==> src/rtl/rx_da_pkg.sv <==
// ---------------------------------------------------------------------------
// rx_da_pkg
// Shared definitions for the XGMII destination-address capture block:
//   - state_t      : capture FSM states
//   - START/TERM/ERR/PRE/SFD : XGMII character constants
//   - is_start_word: full lane-0 start word detector
//   - has_term     : any-lane terminate detector
// ---------------------------------------------------------------------------
package rx_da_pkg;

  typedef enum logic [1:0] {
    IDLE,
    GET_DA,
    DECIDE,
    BODY
  } state_t;

  localparam logic [7:0] START = 8'hFB;
  localparam logic [7:0] TERM  = 8'hFD;
  localparam logic [7:0] ERR   = 8'hFE;
  localparam logic [7:0] PRE   = 8'h55;
  localparam logic [7:0] SFD   = 8'hD5;

  // A start is only recognised when it is aligned to lane 0 with the full
  // preamble and SFD in the same word; any other arrangement is ignored.
  function automatic logic is_start_word(input logic [63:0] d, input logic [7:0] c);
    return (c == 8'h01) && (d == {SFD, PRE, PRE, PRE, PRE, PRE, PRE, START});
  endfunction

  // A terminate is a control-flagged lane carrying TERM, in any lane.
  function automatic logic has_term(input logic [63:0] d, input logic [7:0] c);
    logic hit;
    hit = 1'b0;
    for (int k = 0; k < 8; k++) begin
      if (c[k] && (d[8*k +: 8] == TERM)) hit = 1'b1;
    end
    return hit;
  endfunction

endpackage

==> src/rtl/rx_sat_counter.sv <==
// ---------------------------------------------------------------------------
// rx_sat_counter
// Saturating event counter: counts inc pulses, sticks at all-ones.
// Ports:
//   clk   : clock
//   reset : synchronous active-high reset, clears the count
//   inc   : one-cycle increment request
//   count : current count (CNT_W bits)
// ---------------------------------------------------------------------------
module rx_sat_counter #(
  parameter int CNT_W = 16
) (
  input  logic             clk,
  input  logic             reset,
  input  logic             inc,
  output logic [CNT_W-1:0] count
);

  // Increment is suppressed once the counter is at all-ones so it never wraps.
  always_ff @(posedge clk) begin
    if (reset) begin
      count <= '0;
    end else if (inc && (count != {CNT_W{1'b1}})) begin
      count <= count + 1'b1;
    end
  end

endmodule

==> src/rtl/rx_da_capture.sv <==
// ---------------------------------------------------------------------------
// rx_da_capture
// Watches an XGMII 64-bit receive stream, captures the destination address
// of each frame, makes an accept/drop decision from an external DA checker
// and keeps saturating accept/drop statistics.
//
// Optional feature: macro RX_PROMISC_EN adds the promisc input, which forces
// acceptance. With the macro undefined the port does not exist.
//
// Ports:
//   rxclk         : receive clock (only clock)
//   reset         : synchronous active-high reset
//   rxd64 / rxc8  : XGMII data / control, lane k = bits [8k+7:8k]
//   local_invalid : checker, DA differs from station address
//   broad_valid   : checker, DA is broadcast
//   multi_valid   : checker, DA is reserved multicast
//   promisc       : promiscuous mode (RX_PROMISC_EN only)
//   da_addr       : captured DA, first wire byte in [47:40]
//   da_valid      : da_addr belongs to the current or most recent frame
//   in_frame      : frame in progress
//   frame_accept  : one-cycle accept pulse
//   frame_drop    : one-cycle drop pulse
//   accept_cnt    : saturating accepted-frame count
//   drop_cnt      : saturating dropped-frame count
// ---------------------------------------------------------------------------
module rx_da_capture
  import rx_da_pkg::*;
#(
  parameter int CNT_W = 16
) (
  input  logic             rxclk,
  input  logic             reset,
  input  logic [63:0]      rxd64,
  input  logic [7:0]       rxc8,
  input  logic             local_invalid,
  input  logic             broad_valid,
  input  logic             multi_valid,
`ifdef RX_PROMISC_EN
  input  logic             promisc,
`endif
  output logic [47:0]      da_addr,
  output logic             da_valid,
  output logic             in_frame,
  output logic             frame_accept,
  output logic             frame_drop,
  output logic [CNT_W-1:0] accept_cnt,
  output logic [CNT_W-1:0] drop_cnt
);

  state_t state;
  logic   start_w;
  logic   term_w;
  logic   accept;

  assign start_w = is_start_word(rxd64, rxc8);
  assign term_w  = has_term(rxd64, rxc8);

`ifdef RX_PROMISC_EN
  assign accept = broad_valid | multi_valid | ~local_invalid | promisc;
`else
  assign accept = broad_valid | multi_valid | ~local_invalid;
`endif

  // Capture FSM with registered outputs. The decision pulse is issued from
  // DECIDE unconditionally, so a terminate or restart seen in that same word
  // still produces exactly one pulse for the frame. BODY never pulses, which
  // keeps later error characters from altering the decision.
  always_ff @(posedge rxclk) begin
    if (reset) begin
      state        <= IDLE;
      da_addr      <= '0;
      da_valid     <= 1'b0;
      in_frame     <= 1'b0;
      frame_accept <= 1'b0;
      frame_drop   <= 1'b0;
    end else begin
      frame_accept <= 1'b0;
      frame_drop   <= 1'b0;
      case (state)
        IDLE: begin
          if (start_w) begin
            state    <= GET_DA;
            in_frame <= 1'b1;
            da_valid <= 1'b0;
          end
        end
        GET_DA: begin
          if (rxc8[5:0] == 6'd0) begin
            da_addr  <= {rxd64[7:0], rxd64[15:8], rxd64[23:16],
                         rxd64[31:24], rxd64[39:32], rxd64[47:40]};
            da_valid <= 1'b1;
            state    <= DECIDE;
          end else begin
            // Frame ended or corrupted before a complete DA arrived.
            frame_drop <= 1'b1;
            da_valid   <= 1'b0;
            in_frame   <= 1'b0;
            state      <= IDLE;
          end
        end
        DECIDE: begin
          frame_accept <= accept;
          frame_drop   <= ~accept;
          if (start_w) begin
            state    <= GET_DA;
            da_valid <= 1'b0;
          end else if (term_w) begin
            state    <= IDLE;
            in_frame <= 1'b0;
          end else begin
            state <= BODY;
          end
        end
        BODY: begin
          if (start_w) begin
            state    <= GET_DA;
            da_valid <= 1'b0;
          end else if (term_w) begin
            state    <= IDLE;
            in_frame <= 1'b0;
          end
        end
        default: state <= IDLE;
      endcase
    end
  end

  rx_sat_counter #(.CNT_W(CNT_W)) u_accept_cnt (
    .clk   (rxclk),
    .reset (reset),
    .inc   (frame_accept),
    .count (accept_cnt)
  );

  rx_sat_counter #(.CNT_W(CNT_W)) u_drop_cnt (
    .clk   (rxclk),
    .reset (reset),
    .inc   (frame_drop),
    .count (drop_cnt)
  );

endmodule

==> config.mk <==
export PLATFORM = sky130hd
export DESIGN_NAME = rx_da_capture
export DESIGN_NICKNAME = d
export VERILOG_FILES = /design/src/rtl/rx_da_pkg.sv /design/src/rtl/rx_sat_counter.sv /design/src/rtl/rx_da_capture.sv
export SDC_FILE = /design/constraint.sdc
export NUM_CORES = 1
export LEC_CHECK = 0
export ABC_AREA = 0
export CORE_UTILIZATION = 46
export CTS_CLUSTER_DIAMETER = 200
export CTS_CLUSTER_SIZE = 40
export DETAILED_ROUTE_END_ITERATION = 12
export PLACE_DENSITY = 0.85
export SYNTH_ARGS = -nofsm -noshare
export SYNTH_HDL_FRONTEND = slang
export SYNTH_SLANG_ARGS = --single-unit
==> constraint.sdc <==
create_clock -name rxclk -period 2.9 [get_ports rxclk]
set_input_delay 0.435 -clock rxclk [delete_from_list [all_inputs] [get_ports rxclk]]
set_output_delay 0.435 -clock rxclk [all_outputs]
set_load 0.1 [all_outputs]
==> metrics.md <==
| Metric | Value |
|---|---|
| Status | completed |
| PwrDens | 437 mW/mm^2 |
| CP Data Required Time | 3.16 ns |
| Reg2Reg Setup Slack | 0.95 ns |
| Vias per cell | 5.32 |
| Clk_lat worst skew | 0.34 ns |
| Final Skew | 0.00823 ns |
| Fin Setup TNS | 0 ns |
| Final HPWL DP | 8.06 mm |
| Ys async rst share | 0% |
| Least-Margin Pin Slew | 0.636 ns |
| Top-area cell type share of the netlist area | 44.7% |
| Top post-synthesis cells by area | dfxtp_1, nand2_1, a21oi_1, nor2_1, ha_1 |
| Rel. slew slack | 57.6% |
| Syn nets | 548 |
| Total Routing Usage GR | 25.4% |
| Per-cell routed wire length | 14.9 um |
| Commonest cells post-synth | nand2_1, dfxtp_1, a21oi_1 |
| Tmin final | 2.17 ns |
| # fillers | 671 |
| Leakage power | 2.09 nW |
| Nets | 701 |
| Die Wd | 93.5 um |
| # rows | 33 |
| Crit path kind | input pin to flop |
| Final Slew Violations | 0 |
| Sink Count | 86 |
| Detailed Route WL | 10.8 mm |
| Clk slew on worst S/H paths | 0.08 ns |
| RSZ-0062 raised after global routing | false |
| Primary FF master, synth | dfxtp_1 |
| Area grow syn2layout | 44.7% |
| First-pass detailed-route iteration total | 4 |
| Power, Total | 2.44 mW |
| Maximum vdd drop | 0.290 mV |
| Storage element area | 0.00172 sq mm |
| Gr ovfl total | 0 |
| Final core occ | 68.2% |
| Crit-path max FO | 33 |
| Final ANT Viol Nets | 0 |
| Number of flops mapped to enable cells by yosys | 0 |
| Setup Fix Bufs, Post-CTS | 0 |
| Synth area leader | dfxtp_1 |
| GP Congestion | 0.881 |
| Synth warn | 0 |
| Initial core utilization | 47.1% |
| Fin area | 0.00558 sq mm |
| Mean Syn Cell Area | 8.32 sq um |
| Setup ws final | 0.733 ns |
| Dpl cell area | 0.00532 sq mm |
| Hold WS | 0.456 ns |
| Min-delay worst type | flop to flop |
| # diodes | 0 |
| Core area | 0.00818 sq mm |
| Fin crit share | 74.7% |
| Clock root cell | clkbuf_8 |
| Mapped Area | 0.00385 sq mm |
| Height of the die | 93.5 um |
| Startpoint types | input pin |
| First-pass GRT wire length | 17.6 mm |
| Io pins | 161 |
| Max Cap Viol | 0 |
| PostCTS Resize Cnt | 0 |
| Worst path arrival time | 2.43 ns |
| Placed Cells | 710 |
| Synthesis-stage register bit count | 86 |
| Final-report hold violation count | 0 |
| Sequential share of the synthesized area | 44.7% |
| Share of cells above drive strength 1 | 19.7% |
| TritonCTS clock tree | built |
| Area of the multi-input gates | 0.00200 sq mm |
| Vias | 3855 |
| DRC errors left | 0 |
| Full die area | 0.00875 sq mm |
| Finished Layout Cells | 724 |
| Vias in the first global route | 3662 |
| Hold Buf Count CTS | 0 |
| Largest net degree at the start of global routing | 57 |
| Initial drt markers | 116 |
| CTS buffer count | 9 |
| Synth unique cells | 49 |
| Most frequent cell after synthesis | nand2_1 |
| CTS Buffer Depth | 2 |
| Initial antenna violation count | 0 |
| Place WS | 0.425 ns |
| Mapped Cells | 463 |
| Max Fclk | 0.461 GHz |
| Final Setup Violations | 0 |
| Port bufs | 160 |
| Crit end category | flop |
| Max H-tree Level | 3 |
==> cell usage in the layout (no fill, tap or decap), types with 3 or more instances in the layout <==
cell,instances
nand3_1,18
nand4_1,14
and3_1,5
clkdlybuf4s50_1,75
nand2_1,109
buf_4,88
xnor2_1,11
and4b_1,4
a21oi_1,55
bufinv_16,4
clkbuf_8,10
nor3_1,7
nor4_2,5
nor2_1,32
or3_1,5
xor2_1,11
o21ai_0,6
ha_1,8
and4_1,8
nor3b_1,3
nand4b_1,4
and2_1,3
mux2i_1,4
nor4_1,4
inv_1,7
dfxtp_1,86
==> layer usage <==
metal  up-vias  track usage (%)  share of wire (%)
li1       1914                -                  -
met1      1817             32.1                 43
met2       110             43.3                 50
met3        14             4.47                5.2
met4         0             9.10                1.6
met5         -                0                  0
==> logic make-up (layout without fill, tap and decap cells) <==
group	count (synthesis)	in the layout	synth area share [%]
mux	4	4	1.04
compound gates	79	79	12.3
fa+ha+maj	8	8	2.60
simple gates	234	234	30.9
flops	86	86	44.7
buf+inv	30	186	3.41
xor+xnor	22	22	5.00
==> critical path, cell delays in order <==
cell             delay [ns]
clkdlybuf4s50_1        0.46
nor4_2                 0.35
nor3b_2                0.34
and2_2                 0.25
buf_4                  0.33
nand2_1                0.12
a21oi_1                0.15
==> power breakdown <==
| group | total (mW) | internal (mW) | switching (mW) |
|---|---|---|---|
| sequential | 1.18 | 1.18 | 0.00000000000000136 |
| combinational | 0.163 | 0.102 | 0.0609 |
| clock | 1.09 | 0.674 | 0.420 |
| total | 2.44 | 1.96 | 0.481 |
==> layout make-up <==
type	instances	area share [%]
clock buffers	10	2.47
clock inverters	4	2.15
inverters	7	0.471
multi-input cells	347	35.9
flip-flops and latches	86	30.9
well taps	105	2.36
repair buffers	165	25.8
==> sequential cells by signal, summed over array words and instances, names as in the netlist <==
register and flops:
in_frame 1, state 2, frame_accept 1, u_drop_cnt.count 16
u_accept_cnt.count 16, frame_drop 1, da_addr 48, da_valid 1
==> path summary, 6_finish.rpt <==
| kind | startpoint | depth (start not counted) | to |
|---|---|---|---|
| max | rxc8[3] | 7 | da_addr[12] |
| min | da_addr[0] | 2 | da_addr[0] |
| max reg2reg | u_accept_cnt.count[6] | 6 | u_accept_cnt.count[14] |
| min reg2reg | da_addr[0] | 2 | da_addr[0] |
Power figures use the tool's default switching activity.
